===== src/rtl/adder_arbiter.sv =====
`timescale 1ns/1ps
// ---------------------------------------------------------------------------
// adder
//   Shared 6-bit unsigned adder datapath.
//   x, y : 6-bit operands
//   s    : 7-bit zero-extended sum, carry in bit 6
// ---------------------------------------------------------------------------
module adder (
    input  logic [5:0] x,
    input  logic [5:0] y,
    output logic [6:0] s
);

    assign s = {1'b0, x} + {1'b0, y};

endmodule

// ---------------------------------------------------------------------------
// adder_arbiter
//   Round-robin arbiter/sequencer sharing one adder between N_REQ requesters.
//   Each accepted operand pair goes IDLE -> CALC -> RESP; the registered sum
//   is returned tagged with the requester index.
//
//   clk        : single clock, rising edge
//   rst_n      : asynchronous active-low reset
//   req_valid  : per-requester operand-pair pending
//   req_x      : operand x, requester i in bits [6i+5:6i]
//   req_y      : operand y, same packing as req_x
//   req_ready  : one-hot (or zero) combinational grant, IDLE only
//   res_valid  : result available
//   res_sum    : registered x+y
//   res_id     : index of the requester that owns the result
//   res_ready  : consumer accepts the result
//   done_cnt   : completed result transfers, wraps at 16 bits
// ---------------------------------------------------------------------------
module adder_arbiter #(
    parameter int N_REQ = 4,
    parameter int ID_W  = 2
) (
    input  logic                 clk,
    input  logic                 rst_n,
    input  logic [N_REQ-1:0]     req_valid,
    input  logic [6*N_REQ-1:0]   req_x,
    input  logic [6*N_REQ-1:0]   req_y,
    output logic [N_REQ-1:0]     req_ready,
    output logic                 res_valid,
    output logic [6:0]           res_sum,
    output logic [ID_W-1:0]      res_id,
    input  logic                 res_ready,
    output logic [15:0]          done_cnt
);

    typedef enum logic [1:0] {
        IDLE = 2'd0,
        CALC = 2'd1,
        RESP = 2'd2
    } state_t;

    // Requester count at pointer width (+1 bit so rr_ptr+k cannot overflow).
    localparam logic [ID_W:0] N_REQ_W = N_REQ[ID_W:0];

    state_t          state;
    logic [ID_W-1:0] rr_ptr;
    logic [ID_W-1:0] id_q;
    logic [5:0]      x_q;
    logic [5:0]      y_q;
    logic [6:0]      add_s;

    logic            found;
    logic [ID_W-1:0] winner;
    logic [ID_W-1:0] next_ptr;
    logic [5:0]      win_x;
    logic [5:0]      win_y;

    adder u_adder (
        .x (x_q),
        .y (y_q),
        .s (add_s)
    );

    // Rotating priority search: first valid requester at or after rr_ptr.
    // Indices are wrapped explicitly so non-power-of-two N_REQ works.
    always_comb begin : arb_search
        logic [ID_W:0] cand;
        found  = 1'b0;
        winner = '0;
        cand   = '0;
        for (int unsigned k = 0; k < N_REQ; k++) begin
            cand = {1'b0, rr_ptr} + k[ID_W:0];
            if (cand >= N_REQ_W) begin
                cand = cand - N_REQ_W;
            end
            if (!found && req_valid[cand[ID_W-1:0]]) begin
                found  = 1'b1;
                winner = cand[ID_W-1:0];
            end
        end
    end

    always_comb begin : ptr_advance
        logic [ID_W:0] inc;
        inc = {1'b0, winner} + {{ID_W{1'b0}}, 1'b1};
        if (inc >= N_REQ_W) begin
            inc = '0;
        end
        next_ptr = inc[ID_W-1:0];
    end

    always_comb begin : operand_mux
        win_x = req_x[6*winner +: 6];
        win_y = req_y[6*winner +: 6];
    end

    // Grant is gated by rst_n so it is low throughout reset even though the
    // state register already reads IDLE.
    always_comb begin : grant
        req_ready = '0;
        if (rst_n && (state == IDLE) && found) begin
            req_ready[winner] = 1'b1;
        end
    end

    always_ff @(posedge clk or negedge rst_n) begin
        if (!rst_n) begin
            state     <= IDLE;
            rr_ptr    <= '0;
            id_q      <= '0;
            x_q       <= '0;
            y_q       <= '0;
            res_valid <= 1'b0;
            res_sum   <= '0;
            res_id    <= '0;
            done_cnt  <= '0;
        end else begin
            case (state)
                IDLE: begin
                    // found implies req_valid[winner] & req_ready[winner].
                    if (found) begin
                        x_q    <= win_x;
                        y_q    <= win_y;
                        id_q   <= winner;
                        rr_ptr <= next_ptr;
                        state  <= CALC;
                    end
                end
                CALC: begin
                    res_sum   <= add_s;
                    res_id    <= id_q;
                    res_valid <= 1'b1;
                    state     <= RESP;
                end
                RESP: begin
                    if (res_ready) begin
                        res_valid <= 1'b0;
                        done_cnt  <= done_cnt + 16'd1;
                        state     <= IDLE;
                    end
                end
                default: begin
                    state <= IDLE;
                end
            endcase
        end
    end

endmodule


===== config.mk =====
export PLATFORM = sky130hd
export DESIGN_NAME = adder_arbiter
export DESIGN_NICKNAME = d
export VERILOG_FILES = /design/src/rtl/adder_arbiter.sv
export SDC_FILE = /design/constraint.sdc
export NUM_CORES = 1
export LEC_CHECK = 0
export CAP_MARGIN = 20
export CORE_ASPECT_RATIO = 1.75
export CORE_MARGIN = 2
export CORE_UTILIZATION = 25
export DETAILED_ROUTE_END_ITERATION = 8
export GPL_TIMING_DRIVEN = 0
export PLACE_DENSITY_LB_ADDON = 0.3
export SYNTH_ARGS = -nofsm -noshare
export SYNTH_HDL_FRONTEND = slang
export SYNTH_SLANG_ARGS = --single-unit

===== constraint.sdc =====
create_clock -name clk -period 7.1 [get_ports clk]
set_input_delay 2.13 -clock clk [delete_from_list [all_inputs] [get_ports clk]]
set_output_delay 2.13 -clock clk [all_outputs]
set_load 0.01 [all_outputs]

Yosys cells after proc, flatten, opt, wreduce, memory -nomap -nowiden
Index checks and enable logic that the tools add are counted.
{"block": "word_totals", "wordCells": 81, "register_bits": 44}
{"block": "classes", "reduce_logical": 15, "n_shift": 2, "n_mux": 29, "addsub": 10, "eq_ne": 4, "n_lt_le_gt_ge": 11, "mul": 1}
{"operator": "$shiftx 24x6->6", "count": 2}
{"operator": "$mux 2", "count": 11}
{"operator": "$add 16x1->16 const B", "count": 1}
{"operator": "$lt 2x3->1 const B", "count": 5}
{"operator": "$ge 3x3->1 const B", "count": 4}
{"operator": "$mux 1", "count": 10}
{"operator": "$bmux 1 s2", "count": 4}
{"operator": "$reduce_and 2->1", "count": 4}
{"operator": "$sub 2x1->2 const B", "count": 4}
{"operator": "$add 6x6->7", "count": 1}
{"operator": "$add 2x1->3 const B", "count": 2}
{"operator": "$add 2x2->3 const B", "count": 2}
{"operator": "$logic_and 1x1->1", "count": 6}
{"operator": "$pmux 2 s3", "count": 1}
{"operator": "$mul 2x2->4 const A", "count": 1}
{"operator": "$mux 4", "count": 1}
{"operator": "$ne 2x2->1 const B", "count": 2}
{"operator": "$ge 2x3->1 const B", "count": 1}
{"operator": "$logic_not 1->1", "count": 3}
{"operator": "$demux 1 s2", "count": 1}
{"operator": "$eq 2x1->1 const B", "count": 1}
{"operator": "$eq 2x2->1 const B", "count": 1}
{"operator": "$ge 2x1->1 const B", "count": 1}
{"operator": "$logic_not 2->1", "count": 1}
{"operator": "2 further kinds", "count": 2}

Longest topological paths before layout
Gate-level depths: netlist of the first run.
{"block": "depth", "depth_word": 19, "mapped_depth": 8}

Modules after synthesis
From an unflattened synthesis of the first run, not the netlist that was laid out.
{"block": "unflattened", "hier_cells": 228, "area_unflattened_um2": 2499.9}
{"mod": "adder_arbiter", "seq_area_each_um2": 1101.1, "n_inst": 1, "cells_each": 200, "area_each_um2": 2257.2}
{"mod": "adder", "seq_area_each_um2": 0.0, "n_inst": 1, "cells_each": 28, "area_each_um2": 242.7}

Worst setup path before layout of the first run
OpenSTA, ideal clock, no wires.
{"block": "synth_timing", "path_kind": "input to output", "from": "input req_valid[3]", "to": "output req_ready[2]", "cell_stages": 7, "n_path_buf": 2, "required_time_ns": 4.970, "arrival_time_ns": 3.182, "slack_ns": 1.788, "path_cell_list": "nand2b_1 o2bb2ai_1 o22a_1 buf_2 buf_2 ha_1 and3_1"}
{"block": "synth_between", "elab_chain_len": 17, "word_cells_on_any_way": 29}
{"item": "from (decl)", "line": "42", "text": "input logic [N_REQ-1:0] req_valid,"}
{"item": "$bmux 1 s2", "line": "93", "text": "if (!found && req_valid[cand[ID_W-1:0]]) begin"}
{"item": "$mux 1 (not written as such)", "line": "93"}
{"item": "$mux 1", "line": "93"}
{"item": "$logic_not 1->1", "line": "93"}
{"item": "$logic_and 1x1->1", "line": "93"}
{"item": "$mux 1", "line": "93"}
{"item": "$logic_not 1->1", "line": "93"}
{"item": "$logic_and 1x1->1", "line": "93"}
{"item": "$mux 1", "line": "93"}
{"item": "$logic_not 1->1", "line": "93"}
{"item": "$logic_and 1x1->1", "line": "93"}
{"item": "$mux 2", "line": "93"}
{"item": "$lt 2x3->1 (not written as such) / $ge 2x1->1 (equally long branches)", "line": "119", "text": "req_ready[winner] = 1'b1;"}
{"item": "$logic_and 1x1->1 (not written as such)", "line": "119"}
{"item": "$mux 1 (not written as such)", "line": "119"}
{"item": "$demux 1 s2", "line": "119"}
{"item": "$mux 4 *", "line": "118", "text": "if (rst_n && (state == IDLE) && found) begin"}
{"item": "to (decl)", "line": "45", "text": "output logic [N_REQ-1:0] req_ready,"}
Mark *: on every way between the ends. The rest lies on a longest branch, timed or not. The select of a mux whose other input is x is not followed.

Worst setup path in the final report of the first run
Ends and elaborated chain as after synthesis.

==> flow_summary.yaml, run 1 <==
run_status:
  status: "completed"
worst_hold_path:
  hold_start: "done_cnt[15]"
  hold_path_end: "done_cnt[15]"
  holdCritPathClass: "reg -> reg"
  hold-path-cell-count: 1
synthesis:
  dominantRegCellSynth: "sky130_fd_sc_hd__dfrtp_1"
  synth_cell_area_um2: 2410
  synth_edf_count: 0
  yosys.cell_types.count: 40
  syn-num-nets: 259
  synth.yosys.seq_area_share_pct: 45.7
  async_reset_ff_share_pct: 100
  yosysWarnings: 0
  synth_seq_cells: 44
  synth_top_area_share_pct: 45.7
  yosysTopAreaCell: "sky130_fd_sc_hd__dfrtp_1"
  synth_top_cells_by_count: "sky130_fd_sc_hd__dfrtp_1, sky130_fd_sc_hd__nand2_1, sky130_fd_sc_hd__xnor2_1"
  leading_cell_type_by_number_of_instances_after_synthesis: "sky130_fd_sc_hd__dfrtp_1"
  synth_cells: 195
  largest_cells_by_area_after_synthesis: "sky130_fd_sc_hd__dfrtp_1, sky130_fd_sc_hd__mux4_2, sky130_fd_sc_hd__xnor2_1"
  avgSynthCellArea_um2: 12.3
worst_setup_path:
  cp_data_arrival_time_ns: 4.42
  reg2reg_slack_ns: 4.91
  crit_required_ns: 4.97
  worstPathMaxFanout: 10
  r2r-start: "rr_ptr[1]"
  timing_worst_setup_path_type: "in -> out"
  reg2reg_to: "y_q[0]"
  r2r.worst_path.cells: 7
  setup.worst_path.end_class: "output pin"
  timing.critical_path.from_type: "input pin"
timing:
  setup-violations-final: 0
  timing_hold_violations_final: 0
  worst_hold_slack_ns: 0.467
  maxClockFrequency_ghz: 0.153
  final_min_period_over_clock_period_pct: 92.3
  rsz0062_at_grt: "false"
  post-route-min-period_ns: 6.55
  report.final.slew_viol_count: 0
  final.setup.worst_slack_ns: 0.546
  clock_skew_ns: 0.00345
  timing_worst_slew_pin_value_ns: 0.568
  tns_ns: 0
  slew_headroom_pct: 62.1
die:
  dieWidth_um: 78.2
  placement_rows: 47
  die_height_um: 134
  die_area_um2: 10500
  io-pin-count: 85
  starting_density_pct: 25.6
  core_area_um2: 9410
clock_network:
  clkSlewWorstSetupHoldPaths_ns: 0.06
  cts.htree.levels: 2
  number_of_buffers_created_by_cts: 5
  cts.path.max_buffers: 2
  postCtsSetupBuffers: 0
  cts-root-buf: "sky130_fd_sc_hd__clkbuf_16"
  clock_insertion_delay_worst_skew_ns: 0.28
  ctsHoldBuffers: 0
  clock_tree_from_tritoncts: "done"
  cts.repair.resized: 0
  clock-sinks: 44
layout:
  drive_gt1_share_pct: 14.2
  final_util_pct: 37.9
  post_layout_inst_area_um2: 3560
  area_growth_syn_to_layout_pct: 48.0
  nNetsFinal: 351
  number_of_standard_cells_in_the_layout_taps_in_and_fillers_out: 410
  antenna_cells: 0
placement:
  dp_slack_ns: 0.484
  dp_hpwl_mm: 4.52
  placed_cells_incl_taps: 402
  gp_congestion: 0.734
  placement.cell_area_um2: 3420
  io_buffer_count: 84
global_routing:
  grt_use_total_pct: 11.1
  grt_pass1_vias: 1960
  antenna_violations_before_repair: 0
  largest_net_degree_at_the_start_of_global_routing: 27
  grt_overflow_total: 0
  grt_pass1_wl_mm: 9.14
routing:
  first_iter_violations: 57
  drt_wl_total_mm: 5.39
  vias_per_cell: 4.44
  firstDrtPassIters: 4
  detail_route.wl_per_cell_um: 13.2
  final_antenna_net_count: 0
  detail_route.drc_violations: 0
  route.vias.total: 1820
pwr:
  static-leakage-power_nw: 1.50
  power_density_nw_per_um2: 356
  irDropWorstVdd_mv: 0.142
  finalPower_mw: 1.27
flow_run:
  timing.max_cap.violations: 0
layer usage:
layer,vias to the layer above,part of all wire (%),global-route usage (%)
li1,888,-,-
met4,0,1.8,4.09
met2,63,59,22.5
met5,-,0,0
met1,864,34,10.6
met3,5,5.2,2.09
worst max-delay path: stages:
cell	delay [ns]
sky130_fd_sc_hd__clkdlybuf4s50_1	0.54
sky130_fd_sc_hd__nand2b_1	0.13
sky130_fd_sc_hd__o2bb2ai_1	0.12
sky130_fd_sc_hd__o22a_1	0.13
sky130_fd_sc_hd__buf_2	0.20
sky130_fd_sc_hd__buf_2	0.29
sky130_fd_sc_hd__ha_1	0.18
sky130_fd_sc_hd__and3_1	0.16
sky130_fd_sc_hd__clkdlybuf4s50_1	0.53
layout by cell type (no fill, tap or decap), types with 4 or more instances in the layout:
| cell type | instances |
|---|---|
| sky130_fd_sc_hd__and3_1 | 4 |
| sky130_fd_sc_hd__buf_2 | 4 |
| sky130_fd_sc_hd__clkbuf_1 | 5 |
| sky130_fd_sc_hd__clkbuf_16 | 5 |
| sky130_fd_sc_hd__clkdlybuf4s50_1 | 83 |
| sky130_fd_sc_hd__dfrtp_1 | 44 |
| sky130_fd_sc_hd__ha_1 | 8 |
| sky130_fd_sc_hd__inv_1 | 6 |
| sky130_fd_sc_hd__mux2_2 | 9 |
| sky130_fd_sc_hd__mux2_4 | 7 |
| sky130_fd_sc_hd__mux4_1 | 4 |
| sky130_fd_sc_hd__mux4_2 | 8 |
| sky130_fd_sc_hd__nand2_1 | 22 |
| sky130_fd_sc_hd__nand2b_1 | 4 |
| sky130_fd_sc_hd__nand3_1 | 5 |
| sky130_fd_sc_hd__nand4_1 | 4 |
| sky130_fd_sc_hd__nor2_1 | 11 |
| sky130_fd_sc_hd__o21ai_0 | 6 |
| sky130_fd_sc_hd__xnor2_1 | 13 |
| sky130_fd_sc_hd__xor2_1 | 4 |
worst max-delay path by stage:
stage	end	slack, ns	cells past startpoint	startpoint
floorplan	req_ready[2]	1.79	7	req_valid[3]
global placement	req_ready[0]	-0.23	4	rst_n
detailed placement	req_ready[2]	0.48	9	req_valid[3]
CTS	req_ready[2]	0.49	9	req_valid[3]
global route	req_ready[2]	0.42	9	req_valid[3]
finish	req_ready[2]	0.55	9	req_valid[3]
cells by family after synthesis:
| kind of cell | Yosys count | synth area share, % |
|---|---|---|
| flops | 44 | 45.7 |
| simple gates | 64 | 13.7 |
| compound gates | 19 | 6.34 |
| fa+ha+maj | 9 | 4.99 |
| xor+xnor | 17 | 6.18 |
| mux | 28 | 20.4 |
| buf+inv | 14 | 2.65 |
where the power goes:
part | switching (mW) | leakage (nW) | internal (mW)
sequential | 0.0688 | 0.547 | 0.347
clock | 0.0878 | 0.0712 | 0.140
combinational | 0.266 | 0.883 | 0.360
registers in the layout, indices dropped and copies added (netlist names):
| signal | cells |
|---|---|
| done_cnt | 16 |
| res_sum | 7 |
| x_q | 6 |
| y_q | 6 |
| id_q | 2 |
| res_id | 2 |
| rr_ptr | 2 |
| state | 2 |
| res_valid | 1 |
final cells by class:
class                      count  area, um2
tap                          122        153
timing repair buffer          85        856
multi-input combinational    137       1240
buffer                         7       37.5
fill                         976       5850
sequential                    44       1100
clock buffer                   8        146
inverter                       7       26.3
Note: power is estimated with default switching activity, not from simulation.
==> run 2, diff against run 1 <==
--- a/config.mk
+++ b/config.mk
@@ -5,7 +5,7 @@
 export SDC_FILE = /design/constraint.sdc
 export NUM_CORES = 1
 export LEC_CHECK = 0
-export CAP_MARGIN = 20
+export CAP_MARGIN = 0
 export CORE_ASPECT_RATIO = 1.75
 export CORE_MARGIN = 2
 export CORE_UTILIZATION = 25
==> results of run 2 <==
No change in the layout: final DEF, timing and power equal those of run 1.
==> run 3, diff against run 2 <==
--- a/config.mk
+++ b/config.mk
@@ -5,6 +5,7 @@
 export SDC_FILE = /design/constraint.sdc
 export NUM_CORES = 1
 export LEC_CHECK = 0
+export ABC_AREA = 1
 export CAP_MARGIN = 0
 export CORE_ASPECT_RATIO = 1.75
 export CORE_MARGIN = 2
==> flow_summary.yaml, run 3 <==
run_status:
  status: "completed"
pwr:
  power_report.internal_total_mw: 0.934
  static-leakage-power_nw: 1.91
  p_comb_share_pct: 62.9
  sw_frac_of_total_pct: 46.7
  irDropWorstVdd_mv: 0.319
  power_density_nw_per_um2: 445
  power_switching_mw: 0.819
  finalPower_mw: 1.75
  seq_power_share_pct: 23.7
  clockPowerShare_pct: 13.4
clock_network:
  cts.htree.levels: 2
  postCtsSetupBuffers: 0
  number_of_buffers_created_by_cts: 5
  cts.path.max_buffers: 2
  clock_insertion_delay_worst_skew_ns: 0.28
  clock_tree_from_tritoncts: "done"
  clkSlewWorstSetupHoldPaths_ns: 0.06
  cts-root-buf: "sky130_fd_sc_hd__clkbuf_16"
  cts.repair.resized: 0
  ctsHoldBuffers: 0
  clock-sinks: 44
routing:
  drt_wl_total_mm: 7.19
  route.vias.total: 2608
  firstDrtPassIters: 4
  vias_per_cell: 4.46
  detail_route.wl_per_cell_um: 12.3
  first_iter_violations: 79
  detail_route.drc_violations: 0
  final_antenna_net_count: 0
layout:
  largestRegisters: "done_cnt (16), res_sum (7)"
  nNetsFinal: 518
  drive_gt1_share_pct: 7.91
  antenna_cells: 0
  final_util_pct: 36.6
  largest-register: "done_cnt"
  mostFrequentLayoutCell: "sky130_fd_sc_hd__nand2_1"
  mostFrequentLayoutCells: "sky130_fd_sc_hd__nand2_1, sky130_fd_sc_hd__clkdlybuf4s50_1, sky130_fd_sc_hd__nand3_1"
  area_growth_syn_to_layout_pct: 42.2
  largest_register_ff_count: 16
synthesis:
  synth_edf_count: 0
  synth_cell_area_um2: 2770
  largest_cells_by_area_after_synthesis: "sky130_fd_sc_hd__dfrtp_1, sky130_fd_sc_hd__nand2_1, sky130_fd_sc_hd__nand3_1"
  leading_cell_type_by_number_of_instances_after_synthesis: "sky130_fd_sc_hd__nand2_1"
  avgSynthCellArea_um2: 7.65
  yosys.cell_types.count: 31
  yosysWarnings: 0
  synth_cells: 362
  dominantRegCellSynth: "sky130_fd_sc_hd__dfrtp_1"
  async_reset_ff_share_pct: 100
  synth_top_area_share_pct: 39.8
  synth_seq_cells: 44
  synth_top_cells_by_count: "sky130_fd_sc_hd__nand2_1, sky130_fd_sc_hd__nand3_1, sky130_fd_sc_hd__dfrtp_1"
  synth.yosys.seq_area_share_pct: 39.8
  yosysTopAreaCell: "sky130_fd_sc_hd__dfrtp_1"
  syn-num-nets: 426
global_routing:
  largest_net_degree_at_the_start_of_global_routing: 30
  grt_pass1_vias: 2514
  grt_use_total_pct: 12.1
  antenna_violations_before_repair: 0
  grt_pass1_wl_mm: 11.7
  grt_overflow_total: 0
timing:
  clock_skew_ns: 0.00278
  final.setup.worst_slack_ns: 0.490
  maxClockFrequency_ghz: 0.151
  worst_hold_slack_ns: 0.473
  final_min_period_over_clock_period_pct: 93.1
  timing_hold_violations_final: 0
  timing_worst_slew_pin_value_ns: 0.438
  setup-violations-final: 0
  report.final.slew_viol_count: 0
  post-route-min-period_ns: 6.61
  rsz0062_at_grt: "false"
  slew_headroom_pct: 70.8
  tns_ns: 0
worst_hold_path:
  holdCritPathClass: "reg -> reg"
  hold_start: "done_cnt[15]"
  hold_path_end: "done_cnt[15]"
  hold-path-cell-count: 1
worst_setup_path:
  crit_start: "req_valid[3]"
  reg2reg_slack_ns: 5.07
  setup.worst_path.end_class: "output pin"
  crit_required_ns: 4.97
  r2r-start: "rr_ptr[0]"
  cp_cell_sequence: "clkdlybuf4s50_1, inv_1, nand2_1, nand3_1, nand2_2, nor2_4, nand3_4, nand3_4, buf_6, ha_1, inv_1, nor2_1, clkdlybuf4s50_1"
  cp_data_arrival_time_ns: 4.48
  r2r.worst_path.cells: 11
  timing_worst_setup_path_type: "in -> out"
  reg2reg_to: "rr_ptr[1]"
  critical-path-max-stage-delay_ns: 0.55
  timing.critical_path.from_type: "input pin"
  cp_slowest_cell: "sky130_fd_sc_hd__clkdlybuf4s50_1"
  worstPathMaxFanout: 10
die:
  core_area_um2: 10800
  io-pin-count: 85
  dieWidth_um: 83.6
  die_area_um2: 12000
  placement_rows: 50
  die_height_um: 143
  starting_density_pct: 25.7
flow_run:
  timing.max_cap.violations: 0
placement:
  gp_congestion: 0.749
  io_buffer_count: 84
  dp_hpwl_mm: 5.93
  dp_slack_ns: 0.457
run 3: worst max-delay path by stage:
stage,to,slack (ns),depth (start not counted)
global route,req_ready[2],0.30,13
detailed placement,req_ready[2],0.46,13
floorplan,req_ready[2],1.66,11
CTS,req_ready[2],0.45,13
global placement,req_ready[1],-0.49,4
finish,req_ready[2],0.49,13
run 3: stage by stage:
step | cells | area [um2]
finish | 585 | 3940
global route | 585 | 3940
CTS | 585 | 3940
detailed placement | 577 | 3790
global placement | 576 | 3770
floorplan | 362 | 2770
run 3: power by group through the flow:
stage | registers, mW | logic (mW) | clock network, mW
6_report | 0.416 | 1.10 | 0.234
5_1_grt | 0.431 | 1.25 | 0.257
2_1_floorplan | 0.424 | 0.766 | 0
4_1_cts | 0.417 | 1.12 | 0.248
3_5_place_dp | 0.421 | 1.12 | 0
3_3_place_gp | 0.417 | 1.09 | 0
run 3: critical path: cells and delay by family:
family                   cells  cell delay (ns)
buffers and inverters        5             1.25
adder cells (fa/ha/maj)      1             0.15
AND/OR/NAND/NOR              7             0.93
run 3: logic make-up (layout without fill, tap and decap cells):
family / count (synthesis) / count (layout) / synth area share [%]
muxes: 1 / 1 / 0.407
adders and majority gates: 9 / 9 / 4.34
and+or+nand+nor: 219 / 219 / 37.5
xor gates and xnor gates: 17 / 17 / 5.38
AOI/OAI and AO/OA: 20 / 20 / 3.89
buffers and inverters: 52 / 145 / 8.72
DFF: 44 / 44 / 39.8
run 3: layer usage:
| layer | up-vias | global-route usage [%] | wire (um) |
|---|---|---|---|
| met3 | 5 | 1.79 | 275 |
| met2 | 72 | 24.8 | 4130 |
| met4 | 0 | 3.57 | 86 |
| met1 | 1188 | 12.5 | 2690 |
| li1 | 1343 | - | - |
| met5 | - | 0 | 0 |
run 3: final cells by class:
type | instances | area, um2
clock buffers | 7 | 143
plain buffers | 12 | 91.3
inverters | 40 | 150
multi-input cells | 266 | 1430
clock inverters | 1 | 7.51
fillers | 1143 | 6820
well taps | 130 | 163
repair buffers | 85 | 856
flip-flops and latches | 44 | 1100
==> variant: new RTL, config.mk and constraints of run 1 <==
Change the parameter `ID_W` from 2 to 4.
--- a/src/rtl/adder_arbiter.sv
+++ b/src/rtl/adder_arbiter.sv
@@ -35,7 +35,7 @@
 // ---------------------------------------------------------------------------
 module adder_arbiter #(
     parameter int N_REQ = 4,
-    parameter int ID_W  = 2
+    parameter int ID_W  = 4
 ) (
     input  logic                 clk,
     input  logic                 rst_n,
Ports: changed (resized res_id); port bits go from 85 to 87. The function was not compared with the original's and may differ.
==> variant against run 1 <==
- sequential cell count is 6 higher
- via count up 41%
- register-to-register slack worse by 1.2 ns
- area after synthesis is 34% higher
- critical path depth down 1
- worst hold slack better by 0.0039 ns
- final area is 28% higher
- global-route usage increased by 0.88 points
- routed wire length is 50% higher
- highest routed layer unchanged
- clock skew increased by 0.0050 ns
- synthesized cell count is 44% higher
- worst setup slack got worse by 0.44 ns
- power grew 45%
==> variant: results (changes against run 1) <==
metric,value,unit,change
status,completed,,unchanged
synth_flop_cell,dfrtp_1,,unchanged
cts.path.max_buffers,2,,unchanged
cts_buffers,5,,unchanged
synth_warnings,0,,unchanged
cpMaxStageDelayCell,clkdlybuf4s50_1,,unchanged
route.vias.total,2565,,was 1820
clock_skew,0.00844,ns,was 0.00345 ns
drive_above_1_share,0.154,,was 0.142
grt_pass1_wl,13300,um,was 9140 um
drt_wl_total,8120,um,was 5390 um
worstSkewPairLatency,0.30,ns,was 0.28 ns
cts_root_buf,clkbuf_16,,unchanged
gp_congestion,0.834,,was 0.734
layout.nets,462,,was 351
synth.distinct_cells,55,,was 40
synthAdderAreaFrac,0.0956,,was 0.0499
synth_compound_area_frac,0.135,,was 0.0634
diodes,0,,unchanged
slowest_delay,0.55,ns,
crit_fanout,6,,was 10
clk_pin_slew,0.06,ns,about the same
htree_levels,2,,unchanged
slew_headroom,0.679,,was 0.621
cp_data_arrival_time,4.86,ns,was 4.42 ns
synth_commonest_cells,"dfrtp_1 (50), nand2_1 (25), ha_1 (23)",,"was dfrtp_1 (44), nand2_1 (22), xnor2_1 (13)"
antenna_found_initial,0,,unchanged
port-buffer-count,85,,was 84
hp-class,register to register,,unchanged
synth-xor-area-share,0.0680,,was 0.0619
n_fill_cell,1233,,was 976
dr.first_iter.drc_count,87,,was 57
power.leakage,2.00,nW,was 1.50 nW
dr.pass1.iters,4,,unchanged
synth_nets,360,,was 259
placed_area,0.00430,mm2,was 0.00342 mm2
synth_area_leaders,"dfrtp_1 (39%), mux4_2 (9.1%), ha_1 (8.9%)",,"was dfrtp_1 (46%), mux4_2 (7.5%), xnor2_1 (4.7%)"
grt_pass1_vias,2686,,was 1960
ir_drop,0.151,mV,was 0.142 mV
pre_cts_slack,-0.325,ns,was 0.484 ns
slew_viol_final,0,,unchanged
grt_max_degree,43,,was 27
grt_use_total,0.120,,was 0.111
reg.largest.list,"done_cnt (16), res_sum (7)",,unchanged
synth-async-reset-ratio,1.00,,unchanged
ant_nets,0,,unchanged
synthMuxAreaShare,0.146,,was 0.204
detailed_place_hpwl,6570,um,was 4520 um
ys_seq_area_frac,0.389,,was 0.457
path_delay_family,buffers and inverters,,unchanged
variant: repair_timing:
action,CTS,global route
hold buffers,0,0
hold endpoints to repair,0,0
setup endpoints to repair,4,4
pin swaps,3,0
gates resized for setup,4,2
buffers inserted,7,2
variant: per-stage QoR:
step                utilization  cells
global route              0.364    552
detailed placement        0.344    535
finish                    0.364    552
global placement          0.343    534
CTS                       0.363    550
floorplan                     -    281
variant: final timing paths:
| kind | start | end | slack (ns) | cells after the start |
|---|---|---|---|---|
| max reg2reg | rr_ptr[0] | rr_ptr[1] | 3.67 | 14 |
| max | req_valid[1] | req_ready[3] | 0.11 | 8 |
| min in group asynchronous | rst_n | done_cnt[5] | 1.72 | 1 |
| min reg2reg | done_cnt[15] | done_cnt[15] | 0.47 | 1 |
| min | done_cnt[15] | done_cnt[15] | 0.47 | 1 |
| max in group asynchronous | rst_n | y_q[1] | 4.86 | 2 |
variant: final cells by class:
type / instances / area (um2) / area share
Sequential cell: 50 / 1250 / 0.275
Multi-Input combinational cell: 204 / 1850 / 0.406
Inverter: 15 / 58.8 / 0.0129
Clock buffer: 5 / 125 / 0.0275
Timing Repair Buffer: 95 / 936 / 0.205
Clock inverter: 3 / 43.8 / 0.00962
Buffer: 12 / 81.3 / 0.0179
Tap cell: 168 / 210 / 0.0462
variant: report_power, final:
group / total, mW / internal, mW / switching, mW
clock network: 0.275 / 0.167 / 0.108
logic: 1.11 / 0.582 / 0.524
registers: 0.459 / 0.389 / 0.0702
variant: kinds of logic (layout without fill, tap and decap cells):
logic type / after synthesis / after routing
buffers and inverters: 27 / 130
multiplexers: 25 / 25
adder cells (fa/ha/maj): 24 / 24
AND/OR/NAND/NOR: 75 / 75
flip-flops: 50 / 50
AO/OA/AOI/OAI: 55 / 55
XOR/XNOR: 25 / 25
variant: layer usage:
metal  track usage  vias up  share of wire  wire [um]
met5             0        -              0          0
met4        0.0498        0          0.034        272
met3        0.0274       18          0.047        379
met2         0.227       83           0.54       4410
met1         0.125     1237           0.38       3050
li1              -     1227              -          -
